**config.mk**
```make
export PLATFORM = sky130hd
export DESIGN_NAME = mem_stage_flat
export DESIGN_NICKNAME = d
export VERILOG_FILES = /design/src/rtl/mem_stage_if.sv /design/src/rtl/mem_stage.sv /design/src/flat_wrapper.sv
export SDC_FILE = /design/constraint.sdc
export NUM_CORES = 1
export LEC_CHECK = 0
export BUFFER_PORTS_ARGS = -buffer_cell sky130_fd_sc_hd__buf_4
export CORE_AREA = 2 2 154 156
export DETAILED_ROUTE_END_ITERATION = 10
export DIE_AREA = 0 0 156 158
export PLACE_DENSITY = 0.68
export SETUP_SLACK_MARGIN = 0.02
export SYNTH_ARGS = -nofsm -noshare
export SYNTH_HDL_FRONTEND = slang
export SYNTH_SLANG_ARGS = --single-unit
```
**constraint.sdc**
```tcl
create_clock -name clk -period 6.6 [get_ports clk]
set_clock_uncertainty 0.2 [all_clocks]
set_input_delay 0.99 -clock clk [delete_from_list [all_inputs] [get_ports clk]]
set_output_delay 0.99 -clock clk [all_outputs]
set_load 0.02 [all_outputs]
```
**src/rtl/mem_stage_if.sv**
```systemverilog
// EX -> MEM handshake and payload bundle. EX drives the instruction
// and its valid flag; MEM answers with allow_in.
interface mem_stage_if;
  logic        to_mem_valid;
  logic [31:0] ex_pc;
  logic [3:0]  ex_rf_we;
  logic [4:0]  ex_rf_waddr;
  logic [31:0] ex_alu_result;
  logic [2:0]  ex_load_op;
  logic [3:0]  ex_csr_we;
  logic [13:0] ex_csr_num;
  logic [31:0] ex_csr_wdata;
  logic [31:0] ex_csr_wmask;
  logic        ex_ertn;
  logic        ex_syscall;
  logic        mem_allow_in;

  // EX stage side
  modport master (
    output to_mem_valid, ex_pc, ex_rf_we, ex_rf_waddr, ex_alu_result,
           ex_load_op, ex_csr_we, ex_csr_num, ex_csr_wdata, ex_csr_wmask,
           ex_ertn, ex_syscall,
    input  mem_allow_in
  );

  // MEM stage side
  modport slave (
    input  to_mem_valid, ex_pc, ex_rf_we, ex_rf_waddr, ex_alu_result,
           ex_load_op, ex_csr_we, ex_csr_num, ex_csr_wdata, ex_csr_wmask,
           ex_ertn, ex_syscall,
    output mem_allow_in
  );
endinterface

```
**src/rtl/mem_stage.sv**
```systemverilog
// Memory-access stage of the five-stage LoongArch pipeline.
// Holds the EX result, waits for the variable-latency data-SRAM load
// response, aligns/extends load data and hands the writeback, CSR and
// exception bundle to WB over a valid/allow_in handshake. A flushed
// load whose response is still outstanding is drained before new work
// is accepted, so a stale response is never mistaken for a new one.
module mem_stage #(
  parameter int DATA_W = 32
) (
  input  logic              clk,
  input  logic              reset,          // asynchronous, active-low
  mem_stage_if.slave        ex,
  input  logic              data_sram_data_ok,
  input  logic [DATA_W-1:0] data_sram_rdata,
  input  logic              wb_allow_in,
  input  logic              wb_flush,
  output logic              mem_valid,
  output logic              mem_to_wb_valid,
  output logic [31:0]       mem_pc,
  output logic [3:0]        mem_rf_we,
  output logic [4:0]        mem_rf_waddr,
  output logic [DATA_W-1:0] mem_rf_wdata,
  output logic [3:0]        mem_csr_we,
  output logic [13:0]       mem_csr_num,
  output logic [31:0]       mem_csr_wdata,
  output logic [31:0]       mem_csr_wmask,
  output logic              mem_ertn,
  output logic              mem_syscall,
  output logic              mem_fwd_we,
  output logic [4:0]        mem_fwd_waddr,
  output logic [DATA_W-1:0] mem_fwd_wdata,
  output logic              mem_load_pending
);

  // Load-response tracking states
  localparam logic [1:0] S_IDLE  = 2'd0;  // no load waiting
  localparam logic [1:0] S_WAIT  = 2'd1;  // load held, response not seen
  localparam logic [1:0] S_HOLD  = 2'd2;  // response parked, WB stalled
  localparam logic [1:0] S_DRAIN = 2'd3;  // flushed load still outstanding

  // Load operation encodings
  localparam logic [2:0] LD_NONE = 3'b000;
  localparam logic [2:0] LD_B    = 3'b001;
  localparam logic [2:0] LD_H    = 3'b010;
  localparam logic [2:0] LD_W    = 3'b011;
  localparam logic [2:0] LD_BU   = 3'b100;
  localparam logic [2:0] LD_HU   = 3'b101;

  // Pipeline payload registers
  logic [31:0]       pc_q;
  logic [3:0]        rf_we_q;
  logic [4:0]        rf_waddr_q;
  logic [DATA_W-1:0] alu_q;
  logic [2:0]        load_op_q;
  logic [3:0]        csr_we_q;
  logic [13:0]       csr_num_q;
  logic [31:0]       csr_wdata_q;
  logic [31:0]       csr_wmask_q;
  logic              ertn_q;
  logic              syscall_q;

  // Control state
  logic              valid_q, valid_d;
  logic [1:0]        state_q, state_d;
  logic [DATA_W-1:0] hold_q, hold_d;

  // Datapath / handshake intermediates
  logic              is_load;
  logic              ready_go;
  logic              allow_in;
  logic              accept;
  logic              load_cap;
  logic [DATA_W-1:0] ld_src;
  logic [7:0]        ld_byte;
  logic [15:0]       ld_half;
  logic [DATA_W-1:0] ld_value;
  logic [DATA_W-1:0] rf_wdata;

  assign is_load = (load_op_q != LD_NONE);

  // Stage can advance: non-loads always, loads once their data is here
  always_comb begin
    ready_go = 1'b1;
    if (is_load) begin
      ready_go = ((state_q == S_WAIT) && data_sram_data_ok) || (state_q == S_HOLD);
    end
  end

  // Accept from EX when empty or emptying, never while draining a stale load
  assign allow_in        = (!valid_q || (ready_go && wb_allow_in)) && (state_q != S_DRAIN);
  assign ex.mem_allow_in = allow_in;
  assign accept          = allow_in && ex.to_mem_valid;
  assign load_cap        = accept && !wb_flush && (ex.ex_load_op != LD_NONE);

  // Valid bit: flush wins over capture, otherwise refill when allowed
  always_comb begin
    valid_d = valid_q;
    if (wb_flush) begin
      valid_d = 1'b0;
    end else if (allow_in) begin
      valid_d = ex.to_mem_valid;
    end
  end

  // Response FSM; a response seen while capturing belongs to the older load
  always_comb begin
    // NOTE: every output of a combinational block gets a default first, so
    // no path leaves a signal unassigned and no latch is inferred.
    state_d = state_q;
    hold_d  = hold_q;
    unique case (state_q)
      S_IDLE: begin
        if (load_cap) state_d = S_WAIT;
      end
      S_WAIT: begin
        if (wb_flush) begin
          state_d = data_sram_data_ok ? S_IDLE : S_DRAIN;
        end else if (data_sram_data_ok) begin
          if (wb_allow_in) begin
            state_d = load_cap ? S_WAIT : S_IDLE;
          end else begin
            state_d = S_HOLD;
            hold_d  = data_sram_rdata;
          end
        end
      end
      S_HOLD: begin
        if (wb_flush) begin
          state_d = S_IDLE;
        end else if (wb_allow_in) begin
          state_d = load_cap ? S_WAIT : S_IDLE;
        end
      end
      S_DRAIN: begin
        if (data_sram_data_ok) state_d = S_IDLE;
      end
      default: state_d = S_IDLE;
    endcase
  end

  // Control registers
  always_ff @(posedge clk or negedge reset) begin
    // NOTE: sequential state uses non-blocking assignments so every
    // register samples pre-edge values regardless of statement order.
    if (!reset) begin
      valid_q <= 1'b0;
      state_q <= S_IDLE;
      hold_q  <= '0;
    end else begin
      valid_q <= valid_d;
      state_q <= state_d;
      hold_q  <= hold_d;
    end
  end

  // Payload registers load whenever EX hands over an instruction
  always_ff @(posedge clk or negedge reset) begin
    if (!reset) begin
      pc_q        <= '0;
      rf_we_q     <= '0;
      rf_waddr_q  <= '0;
      alu_q       <= '0;
      load_op_q   <= LD_NONE;
      csr_we_q    <= '0;
      csr_num_q   <= '0;
      csr_wdata_q <= '0;
      csr_wmask_q <= '0;
      ertn_q      <= 1'b0;
      syscall_q   <= 1'b0;
    end else if (accept) begin
      pc_q        <= ex.ex_pc;
      rf_we_q     <= ex.ex_rf_we;
      rf_waddr_q  <= ex.ex_rf_waddr;
      alu_q       <= ex.ex_alu_result;
      load_op_q   <= ex.ex_load_op;
      csr_we_q    <= ex.ex_csr_we;
      csr_num_q   <= ex.ex_csr_num;
      csr_wdata_q <= ex.ex_csr_wdata;
      csr_wmask_q <= ex.ex_csr_wmask;
      ertn_q      <= ex.ex_ertn;
      syscall_q   <= ex.ex_syscall;
    end
  end

  // Load data source: live SRAM bus, or the parked copy while WB stalls
  assign ld_src  = (state_q == S_HOLD) ? hold_q : data_sram_rdata;
  assign ld_half = alu_q[1] ? ld_src[31:16] : ld_src[15:0];

  // Byte lane selected by the low address bits
  always_comb begin
    ld_byte = ld_src[7:0];
    case (alu_q[1:0])
      2'd0:    ld_byte = ld_src[7:0];
      2'd1:    ld_byte = ld_src[15:8];
      2'd2:    ld_byte = ld_src[23:16];
      default: ld_byte = ld_src[31:24];
    endcase
  end

  // Sign/zero extension per load type
  always_comb begin
    ld_value = '0;
    case (load_op_q)
      LD_B:    ld_value = {{24{ld_byte[7]}}, ld_byte};
      LD_H:    ld_value = {{16{ld_half[15]}}, ld_half};
      LD_W:    ld_value = ld_src;
      LD_BU:   ld_value = {24'b0, ld_byte};
      LD_HU:   ld_value = {16'b0, ld_half};
      default: ld_value = '0;
    endcase
  end

  assign rf_wdata = is_load ? ld_value : alu_q;

  // Handshake toward WB
  assign mem_valid       = valid_q;
  assign mem_to_wb_valid = valid_q && ready_go && !wb_flush;

  // Writeback / CSR / exception bundle, enables gated by valid
  assign mem_pc        = pc_q;
  assign mem_rf_we     = valid_q ? rf_we_q : 4'b0;
  assign mem_rf_waddr  = rf_waddr_q;
  assign mem_rf_wdata  = rf_wdata;
  assign mem_csr_we    = valid_q ? csr_we_q : 4'b0;
  assign mem_csr_num   = csr_num_q;
  assign mem_csr_wdata = csr_wdata_q;
  assign mem_csr_wmask = csr_wmask_q;
  assign mem_ertn      = valid_q && ertn_q;
  assign mem_syscall   = valid_q && syscall_q;

  // Bypass and load-use hazard information for ID
  assign mem_fwd_we       = valid_q && (|rf_we_q) && ready_go;
  assign mem_fwd_waddr    = rf_waddr_q;
  assign mem_fwd_wdata    = rf_wdata;
  assign mem_load_pending = valid_q && is_load && !ready_go;

endmodule

```
**src/flat_wrapper.sv**
```systemverilog
// flat-port wrapper written by rule: the top's interface ports become plain ports
module mem_stage_flat 
#(
  parameter int DATA_W = 32
)
  (clk, reset, data_sram_data_ok, data_sram_rdata, wb_allow_in, wb_flush, mem_valid, mem_to_wb_valid, mem_pc, mem_rf_we, mem_rf_waddr, mem_rf_wdata, mem_csr_we, mem_csr_num, mem_csr_wdata, mem_csr_wmask, mem_ertn, mem_syscall, mem_fwd_we, mem_fwd_waddr, mem_fwd_wdata, mem_load_pending, ex_to_mem_valid, ex_ex_pc, ex_ex_rf_we, ex_ex_rf_waddr, ex_ex_alu_result, ex_ex_load_op, ex_ex_csr_we, ex_ex_csr_num, ex_ex_csr_wdata, ex_ex_csr_wmask, ex_ex_ertn, ex_ex_syscall, ex_mem_allow_in);
  mem_stage_if ex_i ();
  input  logic clk;
  input  logic reset;
  input  logic data_sram_data_ok;
  input  logic [DATA_W-1:0] data_sram_rdata;
  input  logic wb_allow_in;
  input  logic wb_flush;
  output logic mem_valid;
  output logic mem_to_wb_valid;
  output logic [31:0] mem_pc;
  output logic [3:0] mem_rf_we;
  output logic [4:0] mem_rf_waddr;
  output logic [DATA_W-1:0] mem_rf_wdata;
  output logic [3:0] mem_csr_we;
  output logic [13:0] mem_csr_num;
  output logic [31:0] mem_csr_wdata;
  output logic [31:0] mem_csr_wmask;
  output logic mem_ertn;
  output logic mem_syscall;
  output logic mem_fwd_we;
  output logic [4:0] mem_fwd_waddr;
  output logic [DATA_W-1:0] mem_fwd_wdata;
  output logic mem_load_pending;
  input wire logic [$bits(ex_i.to_mem_valid)-1:0] ex_to_mem_valid;
  input wire logic [$bits(ex_i.ex_pc)-1:0] ex_ex_pc;
  input wire logic [$bits(ex_i.ex_rf_we)-1:0] ex_ex_rf_we;
  input wire logic [$bits(ex_i.ex_rf_waddr)-1:0] ex_ex_rf_waddr;
  input wire logic [$bits(ex_i.ex_alu_result)-1:0] ex_ex_alu_result;
  input wire logic [$bits(ex_i.ex_load_op)-1:0] ex_ex_load_op;
  input wire logic [$bits(ex_i.ex_csr_we)-1:0] ex_ex_csr_we;
  input wire logic [$bits(ex_i.ex_csr_num)-1:0] ex_ex_csr_num;
  input wire logic [$bits(ex_i.ex_csr_wdata)-1:0] ex_ex_csr_wdata;
  input wire logic [$bits(ex_i.ex_csr_wmask)-1:0] ex_ex_csr_wmask;
  input wire logic [$bits(ex_i.ex_ertn)-1:0] ex_ex_ertn;
  input wire logic [$bits(ex_i.ex_syscall)-1:0] ex_ex_syscall;
  output wire logic [$bits(ex_i.mem_allow_in)-1:0] ex_mem_allow_in;
  assign ex_i.to_mem_valid = ex_to_mem_valid;
  assign ex_i.ex_pc = ex_ex_pc;
  assign ex_i.ex_rf_we = ex_ex_rf_we;
  assign ex_i.ex_rf_waddr = ex_ex_rf_waddr;
  assign ex_i.ex_alu_result = ex_ex_alu_result;
  assign ex_i.ex_load_op = ex_ex_load_op;
  assign ex_i.ex_csr_we = ex_ex_csr_we;
  assign ex_i.ex_csr_num = ex_ex_csr_num;
  assign ex_i.ex_csr_wdata = ex_ex_csr_wdata;
  assign ex_i.ex_csr_wmask = ex_ex_csr_wmask;
  assign ex_i.ex_ertn = ex_ex_ertn;
  assign ex_i.ex_syscall = ex_ex_syscall;
  assign ex_mem_allow_in = ex_i.mem_allow_in;
  mem_stage #(.DATA_W(DATA_W)) u_core (.clk(clk), .reset(reset), .ex(ex_i), .data_sram_data_ok(data_sram_data_ok), .data_sram_rdata(data_sram_rdata), .wb_allow_in(wb_allow_in), .wb_flush(wb_flush), .mem_valid(mem_valid), .mem_to_wb_valid(mem_to_wb_valid), .mem_pc(mem_pc), .mem_rf_we(mem_rf_we), .mem_rf_waddr(mem_rf_waddr), .mem_rf_wdata(mem_rf_wdata), .mem_csr_we(mem_csr_we), .mem_csr_num(mem_csr_num), .mem_csr_wdata(mem_csr_wdata), .mem_csr_wmask(mem_csr_wmask), .mem_ertn(mem_ertn), .mem_syscall(mem_syscall), .mem_fwd_we(mem_fwd_we), .mem_fwd_waddr(mem_fwd_waddr), .mem_fwd_wdata(mem_fwd_wdata), .mem_load_pending(mem_load_pending));
endmodule
```
==> reports/results.tsv, run 1 <==
stage	metric	value	unit
sta	fin_crit_sh	0.724	
clock_network	clockBufferDepth	2	
floorplan	die_y	158	microns
place	dp_hpwl	20100	microns
layout	nets	1216	
critical_path	worst-endpoint-required	5410	ps
floorplan	ios	397	
synthesis	synth_compound_area_frac	0.0679	
clock_network	clk_pin_slew	70	ps
synthesis	synthXorXnorAreaFrac	0.000978	
grt	first_global_vias	6669	
clock_network	htreeDepth	4	
synthesis	seq_area_frac_synth	0.545	
synthesis	synthMuxAreaShare	0.285	
place	portBuffers	396	
detailed_routing	vias	6670	
detailed_routing	viasPerCell	5.05	
synthesis	ys_ff_latch	195	
synthesis	synth_nets	873	
clock_network	clock_sinks	195	
detailed_routing	dr.pass1.iters	4	
sta	fmax	209	MHz
synthesis	yosysUniqueCellTypes	46	
floorplan	initial_utilization	0.389	
grt	top_usage_layer	met2	
synthesis	synth_top_family_by_area	multiplexers	
power_and_ir_drop	ir_drop	0.191	mV
critical_path	worstPathArrival	3590	ps
detailed_routing	drt-wirelength-per-cell	20.2	microns
sta	fin_crit	4780	ps
floorplan	rows	56	
clock_network	cts_setup_buffers	0	
power_and_ir_drop	power_density	334	nW/um^2
layout	syn_to_final_growth	39.1	%
critical_path	worstSetupStartpointType	register	
clock_network	insertion_delay	420	ps
layout	drive_gt1_frac	0.602	
grt	gr-usage-met2	0.388	
clock_network	ctsHoldBuffers	0	
grt	grt_overflow	0	
place	place.gp.congestion	0.794	
sta	worstMarginPinSlew	1010	ps
power_and_ir_drop	p_leak	6.00	nW
grt	gr-usage-met1	0.236	
run_status	status	finished, final reports clean	
synthesis	synthSimpleGateAreaFrac	0.0405	
synthesis	yosysWarnings	0	
synthesis	synth_fa_ha_area_frac	0.00112	
floorplan	die_x	156	microns
min_path	hold_class	register to register	
sta	max_slew_margin	0.326	
clock_network	cts_root_buffer	clkbuf_16	
synthesis	avgSynthCellArea	13.3	sq um
detailed_routing	route.detailed.drc	0	
sta	finalSetupViolCount	0	
critical_path	crit_type	register to primary output	
floorplan	core	23100	sq um
sta	timing.setup.tns	0	ps
clock_network	cts_resized	0	
floorplan	die_area	24600	sq um
grt	use_met3	0.0687	
detailed_routing	drt-total-wl	26700	microns
synthesis	synth_area	8960	sq um
layout	fillers	2052	
grt	antenna_found_initial	1	
grt	grt.total_usage	0.210	
run	maxCapViolCount	0	
grt	grt_max_degree	108	
critical_path	crit_fanout	24	
sta	rsz0062_at_grt	false	
sta	holdWs	296	ps
critical_path	endpoint_kind	primary output	
sta	drv_slew	0	
synthesis	ys.flop_type	dfrtp_1	
layout	diodes	0	
clock_network	cts_tree	done	
clock_network	numCtsBuffers	17	
detailed_routing	antenna_left	0	
synthesis	synth_edf_count	0	
sta	hold_viol_final	0	
detailed_routing	first_iter_violations	448	
grt	grt_pass1_wl	38900	microns
synthesis	async_reset_ff_frac	1.00	
synthesis	synthesis.instances	675	
-- cell type report --
type | instances | area [sq um] | area share
well taps | 290 | 363 | 0.0291
flip-flops and latches | 195 | 4880 | 0.392
inverters | 6 | 22.5 | 0.00181
clock inverters | 14 | 165 | 0.0133
multi-input cells | 396 | 3570 | 0.286
clock buffers | 17 | 425 | 0.0341
repair buffers | 402 | 3040 | 0.244
-- flip-flops by register name, indices dropped and copies added, names as in the netlist --
register,count
u_core.mem_fwd_waddr,5
u_core.mem_valid,1
u_core.load_op_q,3
u_core.state_q,2
u_core.mem_csr_num,14
u_core.hold_q,32
u_core.ertn_q,1
u_core.mem_pc,32
u_core.mem_csr_wmask,32
u_core.syscall_q,1
u_core.rf_we_q,4
u_core.mem_csr_wdata,32
u_core.alu_q,32
u_core.csr_we_q,4
-- logic make-up (layout without fill, tap and decap cells) --
family / count (synthesis) / after routing
multiplexers: 230 / 230
flip-flops: 195 / 195
AO/OA/AOI/OAI: 89 / 89
buffers and inverters: 84 / 439
AND/OR/NAND/NOR: 75 / 75
adder cells (fa/ha/maj): 1 / 1
XOR/XNOR: 1 / 1
-- cells in the mapped netlist (5+ instances only) --
| library cell | number | area (sq um) |
|---|---|---|
| buf_1 | 12 | 45.0 |
| and2_1 | 12 | 75.1 |
| o21ai_0 | 12 | 60.1 |
| buf_4 | 37 | 278 |
| mux2i_1 | 35 | 350 |
| nor2_1 | 27 | 101 |
| inv_1 | 5 | 18.8 |
| o211ai_1 | 8 | 60.1 |
| nand2_1 | 20 | 75.1 |
| a31oi_1 | 16 | 100 |
| dfrtp_1 | 195 | 4880 |
| a2bb2oi_1 | 5 | 43.8 |
| a221oi_1 | 7 | 61.3 |
| clkbuf_1 | 11 | 41.3 |
| mux2_2 | 178 | 2000 |
| buf_2 | 8 | 40.0 |
| a21oi_1 | 18 | 90.1 |
| mux2_1 | 16 | 180 |
| buf_6 | 9 | 101 |
-- worst paths after layout --
check	from	end	slack, ps	cells after the start
setup / recovery	u_core.state_q[1]	mem_rf_wdata[8]	1820	6
hold / removal	u_core.mem_csr_wmask[17]	u_core.mem_csr_wmask[17]	300	1
setup reg to reg	u_core.load_op_q[2]	u_core.mem_csr_wmask[7]	3260	7
hold reg to reg	u_core.mem_csr_wmask[17]	u_core.mem_csr_wmask[17]	300	1
max in group asynchronous	reset	u_core.mem_csr_num[4]	4770	2
min in group asynchronous	reset	u_core.alu_q[2]	380	1
-- power breakdown --
| group | switching (mW) | internal [mW] |
|---|---|---|
| sequential | 0.154 | 1.45 |
| combinational | 0.789 | 0.708 |
| clock | 0.512 | 0.542 |
-- cell usage in the layout (no fill, tap or decap), drive strengths merged, types with 2 or more instances in the layout --
cell / count
a221oi: 7
buf: 401
a22oi: 5
nor2b: 4
dfrtp: 195
nor2: 27
a21oi: 18
a31oi: 16
o21ai: 14
nand3b: 2
mux2: 194
a32oi: 2
nand2: 21
a2bb2oi: 5
a22o: 2
a21o: 4
nor3: 3
mux2i: 35
clkbuf: 18
o31ai: 2
clkinv: 5
inv: 14
and2: 12
nor4: 2
nand2b: 3
o211ai: 8
-- metrics by stage --
step                       util  worst slack, ps  cell area [sq um]  std cells  total power [mW]
final                     0.541             1820              12500       1320              4.16
after global routing      0.541             1490              12500       1320              4.37
after CTS                 0.540             1740              12500       1320              4.20
after detailed placement  0.515             2170              11900       1289              3.14
after global placement    0.515             2290              11900       1289              3.11
after floorplan               -             2890               8960        675              2.54
-- critical path, stage by stage (launching register included) --
cell,delay (ps)
dfrtp_1,490
nor2b_1,470
mux4_2,570
and2_1,200
o21ai_2,800
o21ai_0,370
buf_4,260
-- per-layer routing --
layer / share of wire / wire [microns] / up-vias
met5: 0.00060 / 16 / -
met4: 0.015 / 398 / 2
met3: 0.081 / 2150 / 23
met2: 0.54 / 14300 / 261
met1: 0.37 / 9810 / 3314
li1: - / - / 3070
No activity file was read; power rests on OpenSTA's default activity.
==> inputs of run 2 (changes only) <==
ABC_AREA = 1   (was unset)
CORE_AREA = unset   (was 2 2 154 156)
CORE_MARGIN = 2   (was unset)
CORE_UTILIZATION = 42   (was unset)
DIE_AREA = unset   (was 0 0 156 158)
PLACE_DENSITY = 0.72   (was 0.68)
clock period = 4.6 ns   (was 6.6 ns; I/O delays follow)
==> reports/results.tsv, run 2 <==
stage	metric	value	unit	change
clock_network	htreeDepth	4		unchanged
critical_path	worst-endpoint-required	3710	ps	-1700 ps
sta	rsz0062_at_grt	false		
grt	grt.total_usage	0.248		+0.0381
floorplan	rows	54		-3.6%
detailed_routing	antenna_left	0		unchanged
layout	stdcell_count	1778		+35%
detailed_routing	viasPerCell	4.85		-4.1%
synthesis	synth_area	9370	sq um	+4.6%
critical_path	rr_startpoint	u_core.state_q[0]		
synthesis	ys_ff_latch	195		unchanged
synthesis	yosys-top-cells-count	559 x nand2_1, 195 x dfrtp_1, 62 x nand2_2		
run_status	status	finished, final reports clean		
floorplan	initial_utilization	0.428		+0.0394
synthesis	synth_top_area_share	0.521		-0.0239
synthesis	yosysUniqueCellTypes	37		-20%
place	dp_cells	1744		+35%
critical_path	endpoint_kind	primary output		
critical_path	path_cells	inv_2 -> nand2_2 -> inv_4 -> o21ai_0 -> nand3_1 -> nand4_2 -> nand2_2 -> nand3b_1 -> buf_4		
grt	use_met3	0.0839		+0.0152
synthesis	synth_nets	1354		+55%
clock_network	cts_root_buffer	clkbuf_16		
detailed_routing	route.detailed.drc	0		unchanged
layout	nets	1681		+38%
critical_path	critPathSlowestCell	dfrtp_1		
power_and_ir_drop	p_leak	7.08	nW	+18%
synthesis	async_reset_ff_frac	1.00		unchanged
critical_path	path_delay_family	simple AND/OR/NAND/NOR gates		
detailed_routing	drt-wirelength-per-cell	16.6	microns	-18%
critical_path	max_stage_delay	440	ps	-360 ps
clock_network	clk_pin_slew	80	ps	about the same
grt	top_usage_layer	met2		
clock_network	clock_sinks	195		unchanged
grt	grt_max_degree	115		+6.5%
run	maxCapViolCount	0		unchanged
layout	fillers	2093		+2.0%
layout	final_cell_mix	559 x nand2_1, 402 x buf_4, 195 x dfrtp_1		
power_and_ir_drop	ir_drop	0.354	mV	+85%
sta	setup_slack	803	ps	-1020 ps
sta	worstMarginPinSlew	1070	ps	+55.5 ps
clock_network	cts_resized	0		unchanged
place	dp_slack	1220	ps	-953 ps
place	dp_hpwl	22200	microns	+10%
critical_path	worstPathArrival	2910	ps	-680 ps
grt	grt_overflow	0		unchanged
grt	grt_pass1_wl	45900	microns	+18%
sta	hold_viol_final	0		unchanged
clock_network	ctsHoldBuffers	0		unchanged
min_path	hold_class	input port to asynchronous set/reset pin		
grt	antenna_found_initial	4		+3
sta	fin_crit_sh	0.825		
sta	drv_slew	0		unchanged
place	place.gp.congestion	0.922		+16%
clock_network	cts_setup_buffers	0		unchanged
critical_path	path_common_cell	nand2_2		
synthesis	avgSynthCellArea	8.11	sq um	-39%
floorplan	die_area	23500	sq um	-4.6%
floorplan	die_y	153	microns	-2.9%
floorplan	ios	397		unchanged
detailed_routing	vias	8620		+29%
clock_network	numCtsBuffers	17		unchanged
grt	gr-usage-met1	0.297		+0.0615
layout	final_core_util	0.579		+0.0383
layout	drive_gt1_frac	0.342		-0.260
grt	first_global_vias	8372		+26%
layout	multiInputGateArea	3530	sq um	-1.1%
critical_path	worstSetupStartpointType	register		
sta	timing.setup.tns	0	ps	unchanged
detailed_routing	dr.pass1.iters	5		+1
synthesis	yosysWarnings	0		unchanged
synthesis	synthesis.instances	1156		+71%
sta	max_slew_margin	0.288		-0.0378
critical_path	crit_buf_inv	3		+2
clock_network	clockBufferDepth	2		unchanged
critical_path	r2r_cells	10		+3
critical_path	r2r_slack	1600	ps	-1660 ps
sta	fin_crit	3800	ps	
synthesis	yosys.area.top_type	dfrtp_1		
critical_path	crit_type	register to primary output		
layout	final-seq-area	4880	sq um	unchanged
synthesis	synth_area_leaders	dfrtp_1 52%, nand2_1 22%, nand2_2 4.1%		
place	portBuffers	396		unchanged
detailed_routing	first_iter_violations	478		+6.7%
power_and_ir_drop	power_density	797	nW/um^2	+140%
floorplan	die_x	153	microns	-1.7%
critical_path	crit_fanout	37		+54%
clock_network	insertion_delay	420	ps	about the same
synthesis	synth_edf_count	0		unchanged
detailed_routing	drt-total-wl	29500	microns	+10%
clock_network	cts_tree	done		
synthesis	ys.flop_type	dfrtp_1		
critical_path	rr_endpoint	u_core.mem_csr_wdata[18]		
layout	syn_to_final_growth	35.2	%	
floorplan	core	21900	sq um	-5.0%
sta	fmax	263	MHz	
synthesis	seq_area_frac_synth	0.521		-0.0239
layout	layout_commonest_cell	nand2_1		
synthesis	yosysMostFrequentCell	nand2_1		
grt	gr-usage-met2	0.420		+0.0315
sta	finalSetupViolCount	0		unchanged
==> run 2: cell count changes in the layout (fill, tap and decap cells not counted), moves of 15 or more <==
cell     before  now
nand4_1       0   18
mux2i_1      35    0
nand2_2       0   62
nand2_1      20  559
o21ai_0      12   61
mux2_1       16    0
mux2_2      178    0
nand3_1       0   20
a31oi_1      16    1
inv_1         5   61
==> run 2: cells by family after synthesis <==
kind of cell,Yosys count,share of synthesized area
and+or+nand+nor,696,0.315
DFF,195,0.521
buffers and inverters,162,0.103
AOI/OAI and AO/OA,103,0.0618
==> run 2: how the worst max path moves through the flow <==
stage / start / end / slack [ps] / cells past startpoint
finish: u_core.state_q[0] / mem_fwd_wdata[11] / 800 / 9
detailed placement: u_core.state_q[0] / mem_fwd_wdata[11] / 1220 / 9
global placement: u_core.state_q[0] / mem_fwd_wdata[11] / 1260 / 9
CTS: u_core.state_q[0] / mem_fwd_wdata[11] / 740 / 9
floorplan: data_sram_rdata[15] / mem_rf_wdata[20] / 1780 / 10
global route: u_core.state_q[0] / mem_fwd_wdata[11] / 590 / 9
==> run 2: metrics by stage <==
stage	power, mW	instance area [sq um]	hold slack [ps]
5_1_grt	10.7	12700	224
4_1_cts	10.2	12700	228
2_1_floorplan	6.63	9370	194
6_report	10.1	12700	178
3_3_place_gp	8.57	12100	254
3_5_place_dp	8.67	12100	258
==> run 2: worst reg2reg max path, stage by stage, from the launching register on <==
cell     delay, ps
dfrtp_1        440
inv_2           70
nand2_2        180
buf_4          300
nand4_4        150
nand2_4        140
nor2_8          80
inv_6          610
buf_4          580
nand2_1        120
nand2_1         80
==> run 2: final cells by class <==
class                           instances  area share
Antenna cell                            2    0.000395
Clock buffer                           18      0.0347
Clock inverter                         14      0.0126
Inverter                               66      0.0201
Multi-Input combinational cell        799       0.279
Sequential cell                       195       0.385
Tap cell                              280      0.0276
Timing Repair Buffer                  404       0.241
==> run 2: where the power goes <==
part	internal [mW]	switching (mW)
clock	0.746	0.740
sequential	2.52	0.565
combinational	2.10	3.44
total	5.36	4.74
==> run 2: routing by layer <==
metal	part of all wire	wire, microns
met5	0.0011	33
met4	0.032	942
met1	0.38	11300
met3	0.093	2740
met2	0.49	14500
==> inputs of run 3 (changes only) <==
PLACE_DENSITY = 0.74   (was 0.72)
clock period = 3.15 ns   (was 4.6 ns; I/O delays follow)
==> reports/results.tsv, run 3 (synthesized netlist as in run 2, its figures left out) <==
stage	metric	value	unit	change
layout	multiInputGateArea	3550	sq um	+0.57%
grt	grt_pass1_wl	46200	microns	+0.80%
place	dpl_cell_area	12200	sq um	+0.93%
detailed_routing	first_iter_violations	633		+32%
detailed_routing	route.detailed.drc	0		unchanged
layout	syn_to_final_growth	37.0	%	
grt	grt_overflow	0		unchanged
clock_network	clockBufferDepth	2		unchanged
sta	fin_crit	2990	ps	
sta	timing.setup.tns	0	ps	unchanged
critical_path	rr_endpoint	u_core.alu_q[29]		
min_path	hold_end	u_core.mem_csr_wmask[15]		
run	maxCapViolCount	0		unchanged
floorplan	die_x	153	microns	unchanged
layout	fillers	2050		-2.1%
sta	rsz0062_at_grt	false		
critical_path	path_cells	nand2_4 -> clkinv_8 -> buf_6 -> o21ai_1 -> o21ai_1 -> o22ai_1 -> nand3b_1 -> buf_4		
sta	worstMarginPinSlew	787	ps	-279 ps
clock_network	htreeDepth	4		unchanged
clock_network	clock_sinks	195		unchanged
floorplan	core	21900	sq um	unchanged
power_and_ir_drop	ir_drop	0.559	mV	+58%
critical_path	path_common_cell	o21ai_1		
min_path	hold_class	input port to register		
layout	nets	1694		+0.77%
sta	setup_slack	156	ps	-647 ps
clock_network	clk_pin_slew	80	ps	about the same
clock_network	numCtsBuffers	17		unchanged
floorplan	die_area	23500	sq um	unchanged
sta	hold_viol_final	0		unchanged
detailed_routing	dr.pass1.iters	5		unchanged
place	dp_slack	301	ps	-918 ps
critical_path	crit_fanout	20		-46%
sta	holdWs	31.3	ps	-147 ps
run_status	status	finished, final reports clean		
critical_path	critPathSlowestCell	dfrtp_1		
layout	final-seq-area	4880	sq um	about the same
critical_path	worstPathArrival	2320	ps	-590 ps
clock_network	cts_root_buffer	clkbuf_16		
critical_path	worst-endpoint-required	2480	ps	-1230 ps
clock_network	insertion_delay	430	ps	about the same
critical_path	rr_startpoint	u_core.state_q[1]		
grt	grt.total_usage	0.251		+0.00236
critical_path	crit_buf_inv	3		unchanged
critical_path	worstSetupStartpointType	register		
sta	fin_crit_sh	0.950		
grt	grt_max_degree	166		+44%
place	portBuffers	396		unchanged
power_and_ir_drop	power_density	1160	nW/um^2	+46%
critical_path	r2r_cells	9		-1
critical_path	endpoint_kind	primary output		
grt	antenna_found_initial	2		-2
place	dp_hpwl	22600	microns	+1.7%
layout	final_core_util	0.586		+0.00743
floorplan	die_y	153	microns	unchanged
sta	fmax	334	MHz	
critical_path	max_stage_delay	470	ps	+30 ps
critical_path	path_delay_family	compound AO/OA/AOI/OAI gates		
min_path	worstHoldPathCells	3		
min_path	min_from	ex_ex_csr_wmask[15]		
place	place.gp.congestion	0.931		+1.0%
sta	drv_slew	0		unchanged
grt	first_global_vias	8593		+2.6%
detailed_routing	antenna_left	0		unchanged
detailed_routing	drt-wirelength-per-cell	16.7	microns	+0.53%
layout	final_cell_area	12800	sq um	+1.3%
layout	layout_commonest_cell	nand2_1		
power_and_ir_drop	p_leak	7.17	nW	+1.3%
layout	final_cell_mix	559 x nand2_1, 410 x buf_4, 194 x dfrtp_1		
floorplan	ios	397		unchanged
clock_network	cts_tree	done		
critical_path	crit_type	register to primary output		
layout	drive_gt1_frac	0.349		+0.00789
detailed_routing	viasPerCell	4.83		-0.30%
floorplan	rows	54		unchanged
floorplan	initial_utilization	0.428		unchanged
sta	finalSetupViolCount	0		unchanged
detailed_routing	vias	8647		+0.31%
critical_path	r2r_slack	730	ps	-870 ps
sta	max_slew_margin	0.475		+0.187
detailed_routing	drt-total-wl	29800	microns	+1.2%
-- run 3: worst reg2reg max path, stage by stage, from the launching register on --
cell and delay [ps]:
dfrtp_1 470, nand2_4 180, buf_4 290, nand4_4 150
nand2_4 130, nor2_8 50, inv_6 390, buf_4 360
nand2_1 90, nand2_1 60
-- run 3: area by class of cell --
cell class | instances | share of cell area
inverters | 66 | 0.0210
well taps | 280 | 0.0273
clock buffers | 17 | 0.0331
diodes | 1 | 0.000195
repair buffers | 417 | 0.249
clock inverters | 14 | 0.0127
multi-input cells | 799 | 0.277
flip-flops and latches | 195 | 0.380
-- run 3: metal layers --
metal	vias up	share of wire	wire length (microns)	GRT usage
li1	4225	-	-	-
met1	3989	0.37	11100	0.292
met2	381	0.49	14700	0.427
met3	50	0.10	2990	0.0848
met4	2	0.037	1100	0.100
met5	-	0.00040	12	0
-- run 3: power by group --
group          switching (mW)  internal (mW)  leakage (nW)
Combinational            5.07           3.19          4.50
Clock                    1.07           1.13         0.287
Sequential              0.791           3.68          2.38
-- run 3: through the flow --
step           total power, mW  std cells
2_1_floorplan             9.68       1156
3_3_place_gp              12.6       1754
3_5_place_dp              12.7       1754
4_1_cts                   15.0       1786
5_1_grt                   15.8       1788
6_report                  14.9       1789
-- run 3: worst max-delay path by stage --
stage	from	to	slack, ps	depth (start not counted)
floorplan	u_core.state_q[0]	mem_rf_wdata[20]	630	10
global placement	u_core.state_q[0]	mem_fwd_wdata[23]	440	8
detailed placement	u_core.state_q[0]	mem_fwd_wdata[23]	300	8
CTS	u_core.state_q[0]	mem_fwd_wdata[12]	40	11
global route	u_core.state_q[0]	mem_fwd_wdata[23]	40	8
finish	u_core.state_q[1]	mem_fwd_wdata[10]	160	8
-- run 3: repair_timing --
item	CTS	global route
hold buffers	1	0
setup endpoints to repair	48	58
resized for setup	8	15
setup buffers	0	2
hold endpoints to repair	61	0
